--- src/rtl/menu_ctrl.sv ---
// Menu/screen controller: button edges are latched per frame and applied one at a time on refr_tick.
// Optional highlight blink is enabled by defining HILITE_BLINK_EN.
module menu_ctrl #(
  parameter int NUM_SQ       = 8,
  parameter int BLINK_FRAMES = 16
) (
  input  logic       clk,
  input  logic       reset,
  input  logic       refr_tick,
  input  logic       btn_l,
  input  logic       btn_r,
  input  logic       btn_sel,
  input  logic       btn_back,
  output logic [1:0] screen,
  output logic [2:0] sel_idx,
  output logic       hilite_on,
  output logic       note_req,
  output logic [2:0] note_idx
);

  typedef enum logic [1:0] {
    SCR_MENU   = 2'd0,
    SCR_PLAY   = 2'd1,
    SCR_LISTEN = 2'd2,
    SCR_DIR    = 2'd3
  } screen_e;

  localparam logic [2:0] SQ_MAX   = 3'(NUM_SQ - 1);
  localparam logic [2:0] MENU_MAX = 3'd2;

  screen_e    screen_q, screen_d;
  logic [2:0] sel_q, sel_d;
  logic [1:0] ret_q, ret_d;
  logic [2:0] note_idx_q, note_idx_d;
  logic       note_req_q, note_req_d;
  logic       hilite_q, hilite_d;
  logic [3:0] btn_prev_q;
  logic       armed_q;
  logic [3:0] pend_q, pend_d;
  logic [3:0] btn_lvl, edge_det, pend_all;
  logic [2:0] item_max;
  logic       nav_screen;

`ifdef HILITE_BLINK_EN
  logic [7:0] blink_cnt_q, blink_cnt_d;
  logic       applied;
`endif

  // Bit order: 0=l, 1=r, 2=sel, 3=back (priority rises with index).
  assign btn_lvl = {btn_back, btn_sel, btn_r, btn_l};

  always_comb begin
    edge_det   = armed_q ? (btn_lvl & ~btn_prev_q) : 4'b0000;
    pend_all   = pend_q | edge_det;
    nav_screen = (screen_q == SCR_MENU) || (screen_q == SCR_PLAY);
    item_max   = (screen_q == SCR_PLAY) ? SQ_MAX : MENU_MAX;
    pend_d     = refr_tick ? 4'b0000 : pend_all;
    screen_d   = screen_q;
    sel_d      = sel_q;
    ret_d      = ret_q;
    note_idx_d = note_idx_q;
    note_req_d = 1'b0;
    hilite_d   = hilite_q;
`ifdef HILITE_BLINK_EN
    blink_cnt_d = blink_cnt_q;
    applied     = 1'b0;
`endif
    if (refr_tick) begin
      if (pend_all[3]) begin
        if (screen_q != SCR_MENU) begin
          screen_d = SCR_MENU;
          sel_d    = {1'b0, ret_q};
        end
      end else if (pend_all[2]) begin
        if (screen_q == SCR_MENU) begin
          screen_d = screen_e'(sel_q[1:0] + 2'd1);
          sel_d    = 3'd0;
          ret_d    = sel_q[1:0];
        end else if (screen_q == SCR_PLAY) begin
          note_idx_d = sel_q;
          note_req_d = 1'b1;
        end
      end else if (pend_all[1]) begin
        if (nav_screen) sel_d = (sel_q >= item_max) ? 3'd0 : sel_q + 3'd1;
      end else if (pend_all[0]) begin
        if (nav_screen) sel_d = (sel_q == 3'd0 || sel_q > item_max) ? item_max : sel_q - 3'd1;
      end

`ifdef HILITE_BLINK_EN
      // Every acting event changes screen, sel_idx, or fires a note.
      applied = (screen_d != screen_q) || (sel_d != sel_q) || note_req_d;
      if (screen_d == SCR_LISTEN || screen_d == SCR_DIR) begin
        hilite_d    = 1'b0;
        blink_cnt_d = 8'd0;
      end else if (applied) begin
        hilite_d    = 1'b1;
        blink_cnt_d = 8'd0;
      end else if (blink_cnt_q >= 8'(BLINK_FRAMES - 1)) begin
        hilite_d    = ~hilite_q;
        blink_cnt_d = 8'd0;
      end else begin
        blink_cnt_d = blink_cnt_q + 8'd1;
      end
`else
      hilite_d = (screen_d == SCR_MENU) || (screen_d == SCR_PLAY);
`endif
    end
  end

  // armed_q suppresses a spurious edge from a button held through reset.
  always_ff @(posedge clk or negedge reset) begin
    if (!reset) begin
      screen_q   <= SCR_MENU;
      sel_q      <= 3'd0;
      ret_q      <= 2'd0;
      note_idx_q <= 3'd0;
      note_req_q <= 1'b0;
      hilite_q   <= 1'b1;
      btn_prev_q <= 4'b0000;
      armed_q    <= 1'b0;
      pend_q     <= 4'b0000;
    end else begin
      screen_q   <= screen_d;
      sel_q      <= sel_d;
      ret_q      <= ret_d;
      note_idx_q <= note_idx_d;
      note_req_q <= note_req_d;
      hilite_q   <= hilite_d;
      btn_prev_q <= btn_lvl;
      armed_q    <= 1'b1;
      pend_q     <= pend_d;
    end
  end

`ifdef HILITE_BLINK_EN
  always_ff @(posedge clk or negedge reset) begin
    if (!reset) blink_cnt_q <= 8'd0;
    else        blink_cnt_q <= blink_cnt_d;
  end
`endif

  assign screen    = screen_q;
  assign sel_idx   = sel_q;
  assign hilite_on = hilite_q;
  assign note_req  = note_req_q;
  assign note_idx  = note_idx_q;

endmodule

--- config.mk ---
export PLATFORM = sky130hd
export DESIGN_NAME = menu_ctrl
export DESIGN_NICKNAME = d
export VERILOG_FILES = /design/src/rtl/menu_ctrl.sv
export SDC_FILE = /design/constraint.sdc
export NUM_CORES = 1
export LEC_CHECK = 0
export CAP_MARGIN = 20
export CORE_MARGIN = 2
export CORE_UTILIZATION = 46
export DETAILED_ROUTE_END_ITERATION = 10
export HOLD_SLACK_MARGIN = 0.05
export PLACE_DENSITY = 0.73
export SYNTH_ARGS = -nofsm -noshare
export SYNTH_HDL_FRONTEND = slang
export SYNTH_SLANG_ARGS = --single-unit
--- constraint.sdc ---
create_clock -name clk -period 2.16 [get_ports clk]
set_clock_uncertainty 0.05 [all_clocks]
set_input_delay 0.432 -clock clk [delete_from_list [all_inputs] [get_ports clk]]
set_output_delay 0.432 -clock clk [all_outputs]
set_load 0.05 [all_outputs]
=== Word level (Yosys, flattened, before mapping) ===
Index checks and enable logic that the tools add are counted.

* Logic and storage cells: 58
* Bits of input ports: 7
* Output and inout port bits: 10
* Register bits after elaboration: 21

* Add/sub/neg operators: 3
* Muxes and demuxes: 23
* Bitwise gates (word level): 5
* $lt $le $gt $ge: 2
* Reductions and logical operators: 12
* Equality and inequality tests: 4

{| class="wikitable"
|+ Operators by type and width
! operator !! number
|-
| two-way mux 3 bit || 11
|-
| two-way mux 2 bit || 5
|-
| AND reduction 5 bit || 2
|-
| two-way mux 4 bit || 2
|-
| two-way mux 1 bit || 5
|-
| bitwise AND 4 bit || 1
|-
| == test 2 x 1 -> 1 bit, second input constant || 2
|-
| zero test 2 bit || 2
|-
| inverter 4 bit || 1
|-
| OR 4 bit || 1
|-
| AND reduction 4 bit || 1
|-
| nonzero test 4 bit || 1
|-
| adder 3 x 1 -> 3 bit, second input constant || 1
|-
| >= comparator 3 bit || 1
|-
| > comparator 3 bit || 1
|-
| zero test 3 bit || 1
|-
| logical OR 1 bit || 3
|-
| != test 3 x 1 -> 1 bit, second input constant || 1
|-
| nonzero test 3 bit || 1
|-
| subtractor 3 x 1 -> 3 bit, second input constant || 1
|-
| adder 2 x 1 -> 2 bit, second input constant || 1
|-
| != test 2 x 1 -> 1 bit, second input constant || 1
|-
| inverter 1 bit || 2
|-
| nonzero test 2 bit || 1
|}

=== Longest topological paths before layout ===
Gate-level depths: netlist of the first run.

* Depth in word-level cells: 10
* Gate-level depth with buffers: 8
* Gate-level depth less buffers: 8

=== Worst setup path before layout of the first run ===
OpenSTA, ideal clock, no wires.

* Path kind: register to register
* Start point: register screen_q[0] (netlist: screen[0])
* End point: register sel_q[1] (netlist: sel_idx[1])
* Path slack: -0.340 ns
* Stages on the path, launching flop included: 9
* Period minus slack after synthesis: 2.500 ns
* Buffers on the path: 0
* Arrival: 2.323 ns
* Required time: 1.983 ns
* Setup time: 0.127 ns
* Path through: dfrtp_1 > nor2b_4 > inv_2 > ha_1 > and2_1 > a311o_1 > o311ai_1 > a2bb2oi_1 > mux2i_1

* Word-level cells in the longest chain between the ends: 10
* Elaborated cells on any way between the ends: 20
* Those cells by class: order compare: 2; eq/ne: 3; mux: 9; reduce/logical: 6

{| class="wikitable"
|+ RTL lines
! element !! RTL line !! source
|-
| start: declaration || 31 || <nowiki>screen_e screen_q, screen_d;</nowiki>
|-
| start signal: assignment || 123 || <nowiki>screen_q <= screen_d;</nowiki>
|-
| == test 2 x 1 -> 1 bit || 55, 56 ||
|-
| two-way mux 3 bit || 56 || <nowiki>item_max = (screen_q == SCR_PLAY) ? SQ_MAX : MENU_MAX;</nowiki>
|-
| > comparator 3 bit || 86 || <nowiki>if (nav_screen) sel_d = (sel_q == 3'd0 || sel_q > item_max) ? item_max : sel_q - 3'd1;</nowiki>
|-
| logical OR 1 bit || 86 ||
|-
| two-way mux 3 bit (2 in series) || 86 ||
|-
| two-way mux 3 bit || 85 || <nowiki>end else if (pend_all[0]) begin</nowiki>
|-
| two-way mux 3 bit || 83 || <nowiki>end else if (pend_all[1]) begin</nowiki>
|-
| two-way mux 3 bit || 74 || <nowiki>end else if (pend_all[2]) begin</nowiki>
|-
| two-way mux 3 bit || 69 || <nowiki>if (pend_all[3]) begin</nowiki>
|-
| end signal: assignment || 124 || <nowiki>sel_q <= sel_d;</nowiki>
|-
| end: declaration || 32 || <nowiki>logic [2:0] sel_q, sel_d;</nowiki>
|}

Parallel ways exist; a longest one is shown, timed or not. The select of a mux whose other input is x is not followed.
A chain may end at the register's enable or synchronous reset.

=== Worst setup path in the final report of the first run ===
* Start point: register screen_q[1] (netlist: screen[1])
* End point: register sel_q[2] (netlist: sel_idx[2])

The elaborated chain is that of the path after synthesis.

==> metrics.txt, run 1 <==
post-synthesis instance total 93; worst rel slew slack 0.667; Die H 51.9 µm; diode count 0; post-detail-place hpwl 1730 µm; Total Power 1.98 mW; MaxCap Viol Count 0; Clock transition at path regs 0.12 ns; clk root buf clkbuf_4; PwrDens 1400 nW/µm²; layout cells sized above 1 0.307; final hold violations 0; f_max 0.492 GHz; Post-DP Area 1360 µm²; leak pwr 0.678 nW; CP arrival 2.22 ns; Pre-antenna DRT Iters 4; Syn Nets 104; WL/cell 15.4 µm; starting DRC count in detailed routing 12; starting density of the core 0.483; Final Cycle Share 0.941; number of I/O port buffers 16; Hold Path Class in -> async; crit-path max FO 4; syn_area_per_cell 11.4 µm²; status finished clean; #FFs+latches synth 21; initial antenna violation count 0; Setup crit start kind flip-flop; CTS tree done; Vias/cell 5.49; Peak VDD IR 0.000889 V; drc violations 0; via count of the first global-routing pass 881; minimum clock period 2.03 ns; Overflow after GRT 0; Final Core Density 0.645; Area Growth Syn to Fin 33.6%; Die Area 2700 µm²; WL final 2390 µm; Syn. warnings 0; GRT Total Usage 0.214; largest net degree at the start of global routing 22; IO Count 17; Final Cell Area 1410 µm²; H-Tree Level Count 1; R2R depth 8; Final Setup Violations 0; Seq/Total Area, Yosys 0.498; CP Data Required Time 2.35 ns; row count 17; clk buf depth 2; DP Cell Count 150; CP Class reg -> reg; RSZ-0062 raised after global routing false; Sink Count 21; via count 851; Slew Viols, Final 0; CP Capture Type flip-flop; post-synth cell types 42; core area 2190 µm²; Die W 51.9 µm; CTS Buf Count 3; first-pass GRT wire length 4230 µm; final std cells w/o fill 155; final worst slack 0.128 ns; Nets 139; worst slew pin tran 0.498 ns; routability cong. 0.868; worst skew pair latency 0.31 ns; antenna viol nets, final 0; worst slack at placement -0.0874 ns; Mapped Area 1060 µm²
-- through the flow --
stage | hold slack [ns] | setup TNS, ns
after floorplan | 0.0864 | -0.0285
after global placement | 0.423 | -0.145
after detailed placement | 0.425 | -0.424
after CTS | 0.406 | 0
after global routing | 0.418 | 0
final | 0.394 | 0
-- final cells by class --
cell class | instances | area, µm²
multi-input combinational | 65 | 527
clock buffer | 4 | 26.3
fill | 185 | 778
sequential | 21 | 529
tap | 28 | 35.0
timing repair buffer | 31 | 273
inverter | 6 | 22.5
-- routing by layer --
layer | track usage | part of all wire
met1 | 0.266 | 0.44
met2 | 0.371 | 0.50
met3 | 0.0603 | 0.055
met4 | 0.0395 | 0.0059
met5 | 0 | 0
-- flip-flops by register name, indices dropped and copies added (netlist names) --
signal      count
btn_prev_q      4
note_req        1
ret_q           2
pend_q          4
note_idx        3
hilite_on       1
sel_idx         3
armed_q         1
screen          2
-- cell families (layout without fill, tap and decap cells) --
kind of cell,after synthesis,in the layout,share of synthesized area
compound gates,25,25,0.188
simple gates,24,24,0.128
flops,21,21,0.498
mux,10,10,0.102
buf+inv,7,41,0.0248
fa+ha+maj,4,4,0.0473
other cells,1,1,0.00355
xor+xnor,1,1,0.00829
-- where the power goes --
group	internal [mW]	switching [mW]	total (mW)
Combinational	0.511	0.695	1.21
Sequential	0.503	0.0765	0.580
Clock	0.0721	0.121	0.193
Total	1.09	0.892	1.98
-- worst paths after layout --
kind	start	end	slack, ns
min in group clk	pend_q[0]$_DFF_PN0_	pend_q[0]$_DFF_PN0_	0.46
worst max-delay path	screen[1]$_DFFE_PN0P_	sel_idx[2]$_DFFE_PN0P_	0.13
worst max register to register	screen[1]$_DFFE_PN0P_	sel_idx[2]$_DFFE_PN0P_	0.13
worst min register to register	pend_q[0]$_DFF_PN0_	pend_q[0]$_DFF_PN0_	0.46
max in group asynchronous	reset	hilite_on$_DFFE_PN1P_	1.39
worst min-delay path	reset	pend_q[0]$_DFF_PN0_	0.39
-- what timing repair did --
item	CTS	global route
hold buffers	0	0
resized for setup	0	4
endpoints found under the setup margin	0	6
setup buffers	0	1
-- layout by cell type (no fill, tap or decap), drive strengths merged, types with 2 or more instances in the layout --
| cell type | n |
|---|---|
| dfrtp | 20 |
| ha | 4 |
| buf | 18 |
| a22o | 2 |
| a21oi | 6 |
| nor2b | 2 |
| nand2 | 3 |
| clkbuf | 4 |
| dlymetal6s2s | 3 |
| o311ai | 2 |
| a31oi | 3 |
| mux2 | 6 |
| mux2i | 4 |
| nor2 | 8 |
| nor3 | 2 |
| a211o | 2 |
| clkdlybuf4s50 | 10 |
| nand3 | 3 |
| inv | 6 |
-- worst max-delay path, cell delays in order (launching register included) --
cell	delay [ns]
dfrtp_2	0.45
nor2b_4	0.12
inv_2	0.07
ha_4	0.27
a21boi_1	0.07
a311o_1	0.38
mux2i_1	0.14
a211o_1	0.28
mux2i_1	0.14
-- cells in the mapped netlist (all sizes together) --
library cell  instances  area share
conb                  1      0.0035
nor3                  2       0.014
clkbuf                1      0.0035
o2bb2ai               1      0.0083
or3                   1      0.0059
and3b                 1      0.0083
a21boi                1      0.0071
a41oi                 1      0.0083
o21ai                 1      0.0047
mux2i                 4       0.038
nor2b                 2       0.019
dfrtp                20        0.47
nand2b                1      0.0059
mux2                  6       0.064
a21oi                 6       0.032
a311o                 1      0.0095
nor2                  8       0.028
a22o                  2       0.017
a21o                  1      0.0071
a31oi                 3       0.032
dfstp                 1       0.025
and2                  1      0.0059
o22ai                 1      0.0059
o31ai                 1      0.0071
nand3                 3       0.014
a2bb2oi               1      0.0083
or2                   1      0.0059
inv                   6       0.021
a211o                 2       0.017
ha                    4       0.047
xor2                  1      0.0083
nor4bb                1      0.0095
a31o                  1      0.0083
nand2                 3       0.011
o311ai                2       0.017
Power figures use the tool's default switching activity.
==> inputs of run 2 (changes only) <==
Settings changed: CORE_MARGIN 2 to unset, HOLD_SLACK_MARGIN 0.05 to 0.08.
==> run 2 against run 1 <==
Against the previous run: worst hold slack improved by 0.0022 ns; wire length shrank 7.6%; setup slack got worse by 0.051 ns; utilization rose by 4.0 points; sequential power grew 0.7%.
==> metrics.txt, run 2 (synthesis results as in run 1) <==
top flop regs btn_prev_q (4), pend_q (4); H-Tree Level Count 1 (unchanged); antenna viol nets, final 0 (unchanged); R2R depth 8 (unchanged); commonest non-fill, non-tap cell in the layout buf_4; Hold Path Class in -> async; CP arrival 1.60 ns (-0.62 ns); worst rel slew slack 0.664 (-0.00320); starting density of the core 0.513 (+0.0302); Hold Buf Count CTS 0 (unchanged); CP Class reg -> out; core area 2060 µm² (-5.9%); Peak VDD IR 0.000972 V (+9.3%); worst skew pair latency 0.31 ns (about the same); PwrDens 1400 nW/µm² (-0.14%); Die Area 2490 µm² (-7.6%); minimum clock period 2.08 ns (+0.0510 ns); final hold violations 0 (unchanged); leak pwr 0.671 nW (-0.99%); R2R setup slack 0.10 ns (-0.03 ns); Vias/cell 5.46 (-0.64%); clk buf depth 2 (unchanged); starting DRC count in detailed routing 17 (+5); WL final 2210 µm (-7.6%); drc violations 0 (unchanged); f_max 0.480 GHz (-2.4%); r2r startpoint screen[1]$_DFFE_PN0P_; Nets 141 (+1.4%); GRT Total Usage 0.203 (-0.0111); MaxCap Viol Count 0 (unchanged); Fill cells 157 (-15%); post-detail-place hpwl 1690 µm (-2.3%); Die W 49.9 µm (-3.9%); Final Cycle Share 0.964 (+0.0236); via count 851 (unchanged); RSZ-0062 raised after global routing true; status finished clean; initial antenna violation count 0 (unchanged); largest net degree at the start of global routing 22 (unchanged); Reg2Reg Capture Point sel_idx[1]$_DFFE_PN0P_; WL/cell 14.2 µm (-8.2%); Sink Count 21 (unchanged); post-route setup TNS 0 ns (unchanged); CTS tree done; first-pass GRT wire length 3750 µm (-11%); clk root buf clkbuf_4; Area Growth Syn to Fin 33.6% (unchanged); row count 16 (-1); diode count 0 (unchanged); IO Count 17 (unchanged); Total Power 1.98 mW (-0.14%); Slew Viols, Final 0 (unchanged); via count of the first global-routing pass 808 (-8.3%); Overflow after GRT 0 (unchanged); most frequent cells in the layout buf_4 (21), dfrtp_1 (18), clkdlybuf4s50_1 (11); Die H 49.9 µm (-3.9%); multi-input logic area 519 µm² (-1.4%); Clock transition at path regs 0.13 ns (about the same); FF+latch area 529 µm² (unchanged); number of I/O port buffers 16 (unchanged); Final Setup Violations 0 (unchanged); crit-path max FO 6 (+2); CP Capture Type output port; Pre-antenna DRT Iters 4 (unchanged); CP Data Required Time 1.68 ns (-0.67 ns); Setup crit start kind flip-flop; worst slew pin tran 0.503 ns (+0.00479 ns); CTS Buf Count 3 (unchanged); layout cells sized above 1 0.326 (+0.0185); routability cong. 0.858 (-1.2%)
[run 2: cell types whose count changed in the layout (fill, tap and decap cells not counted)]
cell,before,now
o311ai_1,0,1
clkdlybuf4s50_1,10,11
o311ai_2,1,0
clkinv_2,0,1
clkbuf_1,1,0
dlymetal6s2s_1,3,1
buf_4,18,21
[run 2: area by class of cell]
class	instances	share of cell area
clock buffer	3	0.0159
clock inverter	1	0.00354
inverter	6	0.0159
multi-input combinational	65	0.368
sequential	21	0.375
tap	27	0.0239
timing repair buffer	33	0.198
[run 2: worst max path at each step]
stage / startpoint / end / slack, ns / cells after the start
4_1_cts: sel_idx[1]$_DFFE_PN0P_ / sel_idx[1] / 0.02 / 1
3_3_place_gp: btn_sel / sel_idx[0]$_DFFE_PN0P_ / -0.08 / 6
6_report: screen[0]$_DFFE_PN0P_ / screen[0] / 0.08 / 2
2_1_floorplan: screen[0]$_DFFE_PN0P_ / sel_idx[1]$_DFFE_PN0P_ / -0.03 / 8
5_1_grt: screen[1]$_DFFE_PN0P_ / sel_idx[1]$_DFFE_PN0P_ / -0.03 / 8
3_5_place_dp: btn_sel / sel_idx[0]$_DFFE_PN0P_ / -0.09 / 6
[run 2: where the power goes]
group | switching [mW] | total, mW | leakage (nW) | internal (mW)
logic | 0.685 | 1.20 | 0.393 | 0.515
clock network | 0.122 | 0.191 | 0.0177 | 0.0690
registers | 0.0807 | 0.584 | 0.261 | 0.503
[run 2: worst max-delay path: stages (launching register included)]
cell,delay (ns)
dfrtp_2,0.37
buf_4,0.13
clkdlybuf4s50_1,0.80
[run 2: stage by stage]
| stage | setup WS (ns) | instances | util | instance area, µm² | hold slack (ns) |
|---|---|---|---|---|---|
| 6_report | 0.0774 | 156 | 0.685 | 1410 | 0.397 |
| 5_1_grt | -0.0314 | 156 | 0.685 | 1410 | 0.419 |
| 4_1_cts | 0.0170 | 155 | 0.680 | 1400 | 0.404 |
| 3_5_place_dp | -0.0886 | 151 | 0.667 | 1380 | 0.420 |
| 3_3_place_gp | -0.0785 | 151 | 0.667 | 1380 | 0.420 |
| 2_1_floorplan | -0.0285 | 93 | - | 1070 | 0.0864 |
[run 2: timing repair]
item,4_1_cts,5_1_grt
gates resized for setup,0,1
setup buffers,0,1
endpoints found under the setup margin,0,2
hold endpoints to repair,0,0
[run 2: layer usage]
layer	GRT usage	share of wire	up-vias
met5	0	0	-
met4	0.0857	0.016	0
met3	0.0278	0.060	4
met2	0.284	0.42	35
met1	0.310	0.50	400
li1	-	-	412
==> inputs of run 3 (changes only) <==
Settings changed: CAP_MARGIN 20 to unset, CORE_MARGIN set to 8.
==> run 3 against run 2 <==
Against the previous run: global-route usage decreased by 7.3 points; sequential power hardly changed; via count increased by 1.4%; non-clock buffer count decreased by 1; clock power about the same; cell count unchanged; flip-flop and latch count unchanged; setup slack got worse by 0.027 ns; utilization down 4.2 points; critical path type unchanged; critical endpoint unchanged; largest cell class unchanged; largest power group unchanged; highest routed layer unchanged.
==> metrics.txt, run 3 (synthesis results as in run 1) <==
status finished clean; commonest non-fill, non-tap cell in the layout buf_4; post-detail-place hpwl 1960 µm (+16%); antenna viol nets, final 0 (unchanged); final hold violations 0 (unchanged); starting density of the core 0.483 (-0.0302); final std cells w/o fill 156 (unchanged); Vias/cell 5.53 (+1.4%); Final Setup Violations 0 (unchanged); Die W 63.9 µm (+28%); Pre-antenna DRT Iters 4 (unchanged); clk root buf clkbuf_4; RSZ-0062 raised after global routing false; Hold Buf Count CTS 0 (unchanged); Final Cycle Share 0.977 (+0.0123); MaxCap Viol Count 0 (unchanged); CTS tree done; row count 17 (+1); Area Growth Syn to Fin 33.3%; CP Class reg -> out; Sink Count 21 (unchanged); Reg2Reg Capture Point sel_idx[2]$_DFFE_PN0P_; number of I/O port buffers 16 (unchanged); WL final 2540 µm (+15%); largest net degree at the start of global routing 14 (-36%); layout cells sized above 1 0.336 (+0.0104); diode count 0 (unchanged); Seq pwr share 0.290 (-0.006); H-Tree Level Count 1 (unchanged); core area 2190 µm² (+6.2%); most frequent cells in the layout buf_4 (21), dfrtp_1 (18), clkdlybuf4s50_1 (11); Setup crit start kind flip-flop; worst rel slew slack 0.661 (-0.00306); cells along the critical path buf_4 > clkdlybuf4s50_1; FF+latch area 529 µm² (unchanged); Fill cells 180 (+15%); CP startpoint screen[0]$_DFFE_PN0P_; P_int 1.08 mW (-0.71%); worst skew pair latency 0.31 ns (about the same); R2R setup slack 0.11 ns (about the same); Sw Ratio 0.463 (+0.0129); Total Power 2.01 mW (+1.7%); Final Core Density 0.643 (-0.0420); WL/cell 16.3 µm (+15%); PwrDens 1430 nW/µm² (+1.9%); NetSw 0.929 mW (+4.6%); first-pass GRT wire length 4350 µm (+16%); Die Area 4090 µm² (+64%); CP top delay family buffers and inverters; f_max 0.474 GHz (-1.3%); GRT Total Usage 0.131 (-0.0727); CTS Buf Count 3 (unchanged); crit-path max cell delay 0.80 ns (about the same); Overflow after GRT 0 (unchanged); via count of the first global-routing pass 924 (+14%); final worst slack 0.0508 ns (-0.0266 ns); top flop regs btn_prev_q (4), pend_q (4); multi-input logic area 527 µm² (+1.4%); Die H 63.9 µm (+28%); clk buf depth 2 (unchanged); R2R depth 8 (unchanged); Nets 140 (-0.71%); initial antenna violation count 0 (unchanged); CP arrival 1.63 ns (+0.03 ns); CP max stage cell clkdlybuf4s50_1; Hold Path Class in -> async; drc violations 0 (unchanged); Comb pwr share 0.615 (+0.008); Slew Viols, Final 0 (unchanged); leak pwr 0.660 nW (-1.7%); Clk pwr share 0.096 (about the same); routability cong. 0.969 (+13%); Clock transition at path regs 0.11 ns (-0.02 ns); starting DRC count in detailed routing 19 (+2); CP Capture Type output port; Peak VDD IR 0.00105 V (+7.7%); DP Cell Count 151 (unchanged); worst slack at placement -0.122 ns (-0.0335 ns); Buf/Inv on CP 2 (unchanged); worst slew pin tran 0.507 ns (+0.00383 ns); r2r startpoint screen[1]$_DFFE_PN0P_; crit-path max FO 6 (unchanged); CP Data Required Time 1.68 ns (about the same); IO Count 17 (unchanged); via count 863 (+1.4%); Hold WS 0.351 ns (-0.0461 ns); minimum clock period 2.11 ns (+0.0266 ns)
## run 3: repair_timing
item	4_1_cts	5_1_grt
buffers inserted	0	1
endpoints found under the setup margin	0	2
resized for setup	0	1
## run 3: stage by stage
step	TNS, ns	cell area (µm²)
final	0	1410
after global routing	0	1410
after CTS	0	1390
after detailed placement	-0.505	1370
after global placement	-0.216	1370
after floorplan	-0.0285	1070
## run 3: how the worst max path moves through the flow
stage | endpoint | slack [ns] | cells after the start
floorplan | sel_idx[1]$_DFFE_PN0P_ | -0.03 | 8
global placement | sel_idx[0]$_DFFE_PN0P_ | -0.07 | 6
detailed placement | sel_idx[0]$_DFFE_PN0P_ | -0.12 | 6
CTS | sel_idx[1]$_DFFE_PN0P_ | 0.03 | 8
global route | screen[0] | 0.004 | 2
finish | screen[0] | 0.05 | 2
## run 3: power groups by stage
stage                     Sequential (mW)  Combinational [mW]  Clock [mW]
final                               0.582                1.23       0.192
after global routing                0.597                1.32       0.209
after CTS                           0.582                1.20       0.197
after detailed placement            0.589                1.20           0
after global placement              0.584                1.16           0
after floorplan                     0.884               0.503           0
## run 3: worst register-to-register path, stage by stage (launching register included)
cell and delay, ns:
dfrtp_2 0.44, nor2b_4 0.13, inv_2 0.07, ha_4 0.21
and2_4 0.14, a311o_1 0.36, mux2i_1 0.16, a211o_1 0.27
mux2i_1 0.14
## run 3: final cells by class
cell class | instances | share of cell area
multi-input combinational | 65 | 0.374
timing repair buffer | 32 | 0.190
clock inverter | 1 | 0.00355
clock buffer | 3 | 0.0160
inverter | 6 | 0.0160
sequential | 21 | 0.376
tap | 28 | 0.0249
## run 3: routing by layer
layer | vias to the layer above | track usage | wire length, µm
met1 | 428 | 0.147 | 1130
met4 | 0 | 0.0251 | 18
met2 | 23 | 0.228 | 1240
met5 | - | 0 | 0
li1 | 410 | - | -
met3 | 2 | 0.0505 | 155
